<file path="src/rtl/fft64_pkg.sv">
// Shared constants for the 64-point FFT datapath: lane geometry, the W8^1 twiddle
// constant with its rounding helper, and the 3-bit bit-reverse table.
package fft64_pkg;

    localparam int IN_W     = 10;
    localparam int OUT_W    = 13;
    localparam int N_LANES  = 8;
    localparam int TW_C707  = 181;
    localparam int TW_SHIFT = 8;

    localparam logic [2:0] BIT_REV [N_LANES] = '{3'd0, 3'd4, 3'd2, 3'd6, 3'd1, 3'd5, 3'd3, 3'd7};

    // c*v with c ~ 1/sqrt(2): round half up, arithmetic shift keeps the sign
    function automatic int mul_c707(input int v);
        return (v * TW_C707 + (1 << (TW_SHIFT - 1))) >>> TW_SHIFT;
    endfunction

endpackage

</file>
<file path="src/rtl/bfly2.sv">
// Radix-2 butterfly (a+b, a-b) on complex operands; outputs grow by one bit.
// With RADIX8_STAGE_SCALE_EN defined each result is halved, rounding half up.
module bfly2 #(
    parameter int W = 10
) (
    input  logic signed [W-1:0] a_re,
    input  logic signed [W-1:0] a_im,
    input  logic signed [W-1:0] b_re,
    input  logic signed [W-1:0] b_im,
    output logic signed [W:0]   sum_re,
    output logic signed [W:0]   sum_im,
    output logic signed [W:0]   diff_re,
    output logic signed [W:0]   diff_im
);

    logic signed [W+1:0] s_re;
    logic signed [W+1:0] s_im;
    logic signed [W+1:0] d_re;
    logic signed [W+1:0] d_im;

    assign s_re = (W+2)'(a_re) + (W+2)'(b_re);
    assign s_im = (W+2)'(a_im) + (W+2)'(b_im);
    assign d_re = (W+2)'(a_re) - (W+2)'(b_re);
    assign d_im = (W+2)'(a_im) - (W+2)'(b_im);

`ifdef RADIX8_STAGE_SCALE_EN
    logic signed [W+1:0] one_c;
    assign one_c   = $signed((W+2)'(1));
    assign sum_re  = (W+1)'((s_re + one_c) >>> 1);
    assign sum_im  = (W+1)'((s_im + one_c) >>> 1);
    assign diff_re = (W+1)'((d_re + one_c) >>> 1);
    assign diff_im = (W+1)'((d_im + one_c) >>> 1);
`else
    assign sum_re  = (W+1)'(s_re);
    assign sum_im  = (W+1)'(s_im);
    assign diff_re = (W+1)'(d_re);
    assign diff_im = (W+1)'(d_im);
`endif

endmodule

</file>
<file path="src/rtl/radix8_stage.sv">
// 8-point DIT DFT over one lane group per cycle: three registered butterfly ranks,
// group index carried alongside. Optional X/8 scaling via RADIX8_STAGE_SCALE_EN.
module radix8_stage #(
    parameter int IN_W  = fft64_pkg::IN_W,
    parameter int OUT_W = fft64_pkg::OUT_W
) (
    input  logic                 clk,
    input  logic                 rst_n,
    input  logic                 in_valid,
    input  logic [8*IN_W-1:0]    dinre,
    input  logic [8*IN_W-1:0]    dinim,
    output logic                 out_valid,
    output logic [8*OUT_W-1:0]   doutre,
    output logic [8*OUT_W-1:0]   doutim,
    output logic [2:0]           group_idx,
    output logic                 out_last
);
    import fft64_pkg::*;

    localparam int W1 = IN_W + 1;
    localparam int W2 = IN_W + 2;
    localparam int W3 = IN_W + 3;

    logic signed [IN_W-1:0] x_re [N_LANES];
    logic signed [IN_W-1:0] x_im [N_LANES];
    logic signed [W1-1:0]   r1_re_next [N_LANES], r1_im_next [N_LANES];
    logic signed [W1-1:0]   r1_re_reg  [N_LANES], r1_im_reg  [N_LANES];
    logic signed [W1-1:0]   t2_re [N_LANES], t2_im [N_LANES];
    logic signed [W2-1:0]   r2_re_next [N_LANES], r2_im_next [N_LANES];
    logic signed [W2-1:0]   r2_re_reg  [N_LANES], r2_im_reg  [N_LANES];
    logic signed [W2-1:0]   t3_re [N_LANES], t3_im [N_LANES];
    logic signed [W3-1:0]   r3_re_next [N_LANES], r3_im_next [N_LANES];
    logic signed [W3-1:0]   r3_re_reg  [N_LANES], r3_im_reg  [N_LANES];

    logic [2:0] cnt_reg, idx1_reg, idx2_reg, idx3_reg;
    logic       v1_reg, v2_reg, v3_reg;

    genvar gi;
    generate
        for (gi = 0; gi < N_LANES; gi++) begin : g_lane
            assign x_re[gi] = dinre[int'(BIT_REV[gi])*IN_W +: IN_W];
            assign x_im[gi] = dinim[int'(BIT_REV[gi])*IN_W +: IN_W];
            // Rank-2 twiddle is -j on lanes 3 and 7: (a+jb)(-j) = b - ja
            if (gi % 4 == 3) begin : g_tw_mj
                assign t2_re[gi] = r1_im_reg[gi];
                assign t2_im[gi] = -r1_re_reg[gi];
            end else begin : g_tw_one
                assign t2_re[gi] = r1_re_reg[gi];
                assign t2_im[gi] = r1_im_reg[gi];
            end
            assign doutre[gi*OUT_W +: OUT_W] = OUT_W'(r3_re_reg[gi]);
            assign doutim[gi*OUT_W +: OUT_W] = OUT_W'(r3_im_reg[gi]);
        end

        for (gi = 0; gi < 4; gi++) begin : g_rank
            localparam int P2 = (gi / 2) * 4 + (gi % 2);

            bfly2 #(.W(IN_W)) u_bf1 (
                .a_re(x_re[2*gi]), .a_im(x_im[2*gi]), .b_re(x_re[2*gi+1]), .b_im(x_im[2*gi+1]),
                .sum_re(r1_re_next[2*gi]), .sum_im(r1_im_next[2*gi]),
                .diff_re(r1_re_next[2*gi+1]), .diff_im(r1_im_next[2*gi+1]));

            bfly2 #(.W(W1)) u_bf2 (
                .a_re(t2_re[P2]), .a_im(t2_im[P2]), .b_re(t2_re[P2+2]), .b_im(t2_im[P2+2]),
                .sum_re(r2_re_next[P2]), .sum_im(r2_im_next[P2]),
                .diff_re(r2_re_next[P2+2]), .diff_im(r2_im_next[P2+2]));

            // Rank-3 twiddle W8^gi on the lower half; upper half passes straight through
            assign t3_re[gi] = r2_re_reg[gi];
            assign t3_im[gi] = r2_im_reg[gi];
            if (gi == 0) begin : g_w0
                assign t3_re[gi+4] = r2_re_reg[gi+4];
                assign t3_im[gi+4] = r2_im_reg[gi+4];
            end else if (gi == 1) begin : g_w1
                assign t3_re[gi+4] = W2'(mul_c707(int'(r2_re_reg[gi+4]) + int'(r2_im_reg[gi+4])));
                assign t3_im[gi+4] = W2'(mul_c707(int'(r2_im_reg[gi+4]) - int'(r2_re_reg[gi+4])));
            end else if (gi == 2) begin : g_w2
                assign t3_re[gi+4] = r2_im_reg[gi+4];
                assign t3_im[gi+4] = -r2_re_reg[gi+4];
            end else begin : g_w3
                assign t3_re[gi+4] = W2'(mul_c707(int'(r2_im_reg[gi+4]) - int'(r2_re_reg[gi+4])));
                assign t3_im[gi+4] = W2'(-mul_c707(int'(r2_re_reg[gi+4]) + int'(r2_im_reg[gi+4])));
            end

            bfly2 #(.W(W2)) u_bf3 (
                .a_re(t3_re[gi]), .a_im(t3_im[gi]), .b_re(t3_re[gi+4]), .b_im(t3_im[gi+4]),
                .sum_re(r3_re_next[gi]), .sum_im(r3_im_next[gi]),
                .diff_re(r3_re_next[gi+4]), .diff_im(r3_im_next[gi+4]));
        end
    endgenerate

    always_ff @(posedge clk or negedge rst_n) begin
        if (!rst_n) begin
            cnt_reg  <= '0;
            idx1_reg <= '0;
            idx2_reg <= '0;
            idx3_reg <= '0;
            v1_reg   <= 1'b0;
            v2_reg   <= 1'b0;
            v3_reg   <= 1'b0;
            for (int i = 0; i < N_LANES; i++) begin
                r1_re_reg[i] <= '0;
                r1_im_reg[i] <= '0;
                r2_re_reg[i] <= '0;
                r2_im_reg[i] <= '0;
                r3_re_reg[i] <= '0;
                r3_im_reg[i] <= '0;
            end
        end else begin
            v1_reg <= in_valid;
            v2_reg <= v1_reg;
            v3_reg <= v2_reg;
            // Stages only load on a valid group, so outputs hold across gaps
            if (in_valid) begin
                cnt_reg   <= cnt_reg + 3'd1;
                idx1_reg  <= cnt_reg;
                r1_re_reg <= r1_re_next;
                r1_im_reg <= r1_im_next;
            end
            if (v1_reg) begin
                idx2_reg  <= idx1_reg;
                r2_re_reg <= r2_re_next;
                r2_im_reg <= r2_im_next;
            end
            if (v2_reg) begin
                idx3_reg  <= idx2_reg;
                r3_re_reg <= r3_re_next;
                r3_im_reg <= r3_im_next;
            end
        end
    end

    assign out_valid = v3_reg;
    assign group_idx = idx3_reg;
    assign out_last  = v3_reg && (idx3_reg == 3'd7);

endmodule

</file>
<file path="config.mk">
export PLATFORM = sky130hd
export DESIGN_NAME = radix8_stage
export DESIGN_NICKNAME = d
export VERILOG_FILES = /design/src/rtl/fft64_pkg.sv /design/src/rtl/bfly2.sv /design/src/rtl/radix8_stage.sv
export SDC_FILE = /design/constraint.sdc
export NUM_CORES = 2
export LEC_CHECK = 0
export BUFFER_PORTS_ARGS = -buffer_cell sky130_fd_sc_hd__buf_2
export CAP_MARGIN = 25
export CORE_ASPECT_RATIO = 0.7
export CORE_MARGIN = 5
export CORE_UTILIZATION = 30
export CTS_CLUSTER_DIAMETER = 150
export DETAILED_ROUTE_END_ITERATION = 7
export PLACE_DENSITY = 0.54
export SETUP_SLACK_MARGIN = 0.02
export SYNTH_ARGS = -nofsm -noshare
export SYNTH_HDL_FRONTEND = slang
export SYNTH_SLANG_ARGS = --single-unit
</file>
<file path="constraint.sdc">
create_clock -name clk -period 19.4 [get_ports clk]
set_input_delay 0.97 -clock clk [delete_from_list [all_inputs] [get_ports clk]]
set_output_delay 0.97 -clock clk [all_outputs]
set_load 0.02 [all_outputs]
</file>
==> impl_metrics.py <==
metrics = {
    "finish": {
        "postLayoutCoreUtil": 0.341,
        "mostFrequentLayoutCells": "ha_1, inv_1, dfrtp_1",
        "layout.cells.most_common": "ha_1",
        "multiInputGateArea_um2": 33600,
        "area_growth_syn_to_layout_pct": 13.4,
        "n_fill_cell": 17700,
        "nNetsFinal": 7174,
        "layout-drive-gt1-share": 0.120,
        "seqCellArea_um2": 14200,
    },
    "synth": {
        "synth.distinct_cells": 78,
        "synth_top_flop_cell": "dfrtp_1",
        "ys_seq_elements": 567,
        "syn_area_um2": 51500,
        "synth-edff-count": 0,
        "ys_async_sr_fraction": 1.00,
        "synth.top_cells.by_area": "dfrtp_1, ha_1, fa_1",
        "syn_area_per_cell_um2": 9.05,
        "yosysWarnings": 0,
        "netlist.top_cell.by_area": "dfrtp_1",
        "yosysTopAreaCellShare": 0.276,
        "post_synth_inst_count": 5683,
        "synthesis.nets": 6874,
        "seq_area_frac_synth": 0.276,
    },
    "critical_path": {
        "worst-path-max-fanout": 7,
        "reg_to_reg_start": "r2_im_reg[24]",
        "crit_arrival_ns": 9.59,
        "cp_data_required_time_ns": 19.96,
        "cpMostUsedCell": "ha_1",
        "worst-r2r-setup-slack_ns": 10.37,
        "reg2reg_to": "doutim[49]",
        "startpoint_type": "register",
        "timing_worst_setup_path_type": "reg2reg",
        "crit_path_top_delay_cell": "fa_1",
        "rr_worst_depth": 33,
        "timing.critical_path.slowest_cell_delay_ns": 0.49,
        "endpoint_kind": "register",
    },
    "sta": {
        "finalCriticalPeriod_ns": 9.03,
        "fmax_mhz": 111,
        "finalCritPeriodShare": 0.465,
        "tightestPinTransition_ns": 1.11,
        "timing.max_slew.rel_slack": 0.254,
        "setup_viol_count_final": 0,
        "slew_violations": 0,
        "rsz0062_at_grt": "false",
        "fin_skew_ns": 0.0468,
        "final.setup.tns_ns": 0,
        "finalHoldViolCount": 0,
    },
    "grt": {
        "initial_antenna_violation_count": 32,
        "grt.total_usage": 0.183,
        "grt-ovfl-total": 0,
        "wire_length_of_the_first_global_routing_pass_mm": 251,
        "grt_pass1_vias": 38500,
        "maximum_number_of_pins_on_one_net_before_global_route_repair": 172,
    },
    "routing": {
        "totalWireLength_mm": 168,
        "drt_iter0_drc": 3063,
        "drc": 0,
        "detailedRoute.firstPassIterationCount": 6,
        "route.vias.total": 40300,
        "wl_per_cell_um": 20.2,
        "detail_routed_via_count_per_cell": 4.85,
        "antenna_violating_nets_post_route": 0,
    },
    "floorplanning": {
        "die_area_um2": 180000,
        "width_of_the_die_um": 505,
        "rows": 127,
        "io_pins": 376,
        "height_of_the_die_um": 357,
        "initial_utilization": 0.301,
        "core_area_um2": 171000,
    },
    "clock_network": {
        "clock_path_buffers": 3,
        "root_buffer": "clkbuf_16",
        "cts_post_setup_buffers_inserted": 0,
        "ctsResizeCount": 0,
        "tritoncts": "yes",
        "cts.reportedPaths.clkPinSlew_ns": 0.06,
        "holdBufCountCts": 0,
        "cts_max_level": 3,
        "cts_made_buffers": 73,
        "insertion_delay_ns": 0.70,
        "tritoncts_num_sinks": 567,
    },
    "hold_path": {
        "hp-class": "in2async",
    },
    "placed_design": {
        "numPortBuffers": 375,
        "detail_placement_hpwl_mm": 140,
        "place.gp.congestion": 0.879,
    },
    "job": {
        "max_cap_violations": 0,
    },
    "status": {
        "status": "completed",
    },
}
-- metal layers --
| layer | global-route usage | up-vias | routed length (um) | part of all wire |
|---|---|---|---|---|
| li1 | - | 19800 | - | - |
| met1 | 0.301 | 19500 | 92200 | 0.55 |
| met2 | 0.244 | 984 | 63100 | 0.38 |
| met3 | 0.0350 | 125 | 10300 | 0.061 |
| met4 | 0.0286 | 8 | 2340 | 0.014 |
| met5 | 0 | - | 56 | 0.00033 |
-- logic make-up (layout without fill, tap and decap cells) --
logic type / count (synthesis) / after routing / synth area share
AO/OA/AOI/OAI: 1323 / 1323 / 0.156
XOR/XNOR: 440 / 440 / 0.0752
adder cells (fa/ha/maj): 1028 / 1028 / 0.277
buffers and inverters: 975 / 1333 / 0.0722
flip-flops: 567 / 567 / 0.276
multiplexers: 168 / 168 / 0.0360
other: 0 / 11 / 0
AND/OR/NAND/NOR: 1182 / 1182 / 0.109
-- cells in the mapped netlist, types with 20 or more instances --
| library cell | instances |
|---|---|
| nor2b_1 | 97 |
| a211oi_1 | 24 |
| buf_1 | 23 |
| xor2_1 | 76 |
| mux2_2 | 135 |
| o21a_1 | 41 |
| or3_1 | 35 |
| nor3_1 | 99 |
| dfrtp_1 | 567 |
| o21ai_0 | 278 |
| ha_1 | 846 |
| o31ai_1 | 59 |
| inv_1 | 796 |
| o211ai_1 | 20 |
| nor2_1 | 508 |
| fa_1 | 182 |
| nand2b_1 | 53 |
| mux2i_1 | 33 |
| a21o_1 | 64 |
| clkbuf_1 | 137 |
| nand2_1 | 173 |
| xnor2_1 | 362 |
| a31oi_1 | 67 |
| a21boi_0 | 27 |
| nand3_1 | 57 |
| a21oi_1 | 533 |
| o21bai_1 | 83 |
| and3_1 | 52 |
-- critical path, delay by kind of cell (launching register included) --
kind | cells | cell delay, ns
xor gates and xnor gates | 3 | 0.84
AOI/OAI and AO/OA | 11 | 2.57
buffers and inverters | 3 | 0.21
adders and majority gates | 9 | 3.40
muxes | 1 | 0.27
and+or+nand+nor | 6 | 1.20
DFF | 1 | 0.37
-- how the worst max path moves through the flow --
stage,from,end,slack (ns),cells past startpoint
3_5_place_dp,r2_re_reg[24],doutim[49],10.46,33
4_1_cts,r2_im_reg[24],doutim[49],10.44,33
3_3_place_gp,r2_im_reg[24],doutim[49],10.59,33
2_1_floorplan,r2_re_reg[24],doutim[102],11.44,35
5_1_grt,r2_im_reg[24],doutim[50],9.76,33
6_report,r2_im_reg[24],doutim[49],10.37,33
-- final cells by class --
class | count | share of cell area
clock buffer | 95 | 0.0347
timing repair buffer | 403 | 0.0375
tap | 2257 | 0.0484
clock inverter | 38 | 0.00907
inverter | 797 | 0.0513
antenna | 11 | 0.000472
sequential | 567 | 0.243
multi-input combinational | 4141 | 0.575
-- per-stage QoR --
step | worst slack [ns] | std cells | hold WS, ns | instance area, um^2
2_1_floorplan | 11.44 | 5683 | 0.352 | 51500
3_3_place_gp | 10.59 | 8159 | 0.456 | 55700
3_5_place_dp | 10.46 | 8160 | 0.460 | 55700
4_1_cts | 10.44 | 8293 | 0.388 | 58200
5_1_grt | 9.76 | 8302 | 0.397 | 58300
6_report | 10.37 | 8309 | 0.348 | 58300
Power is left out: the tool's default activity adds up to more than one toggle a clock period on the data nets, which glitch-free logic cannot reach.
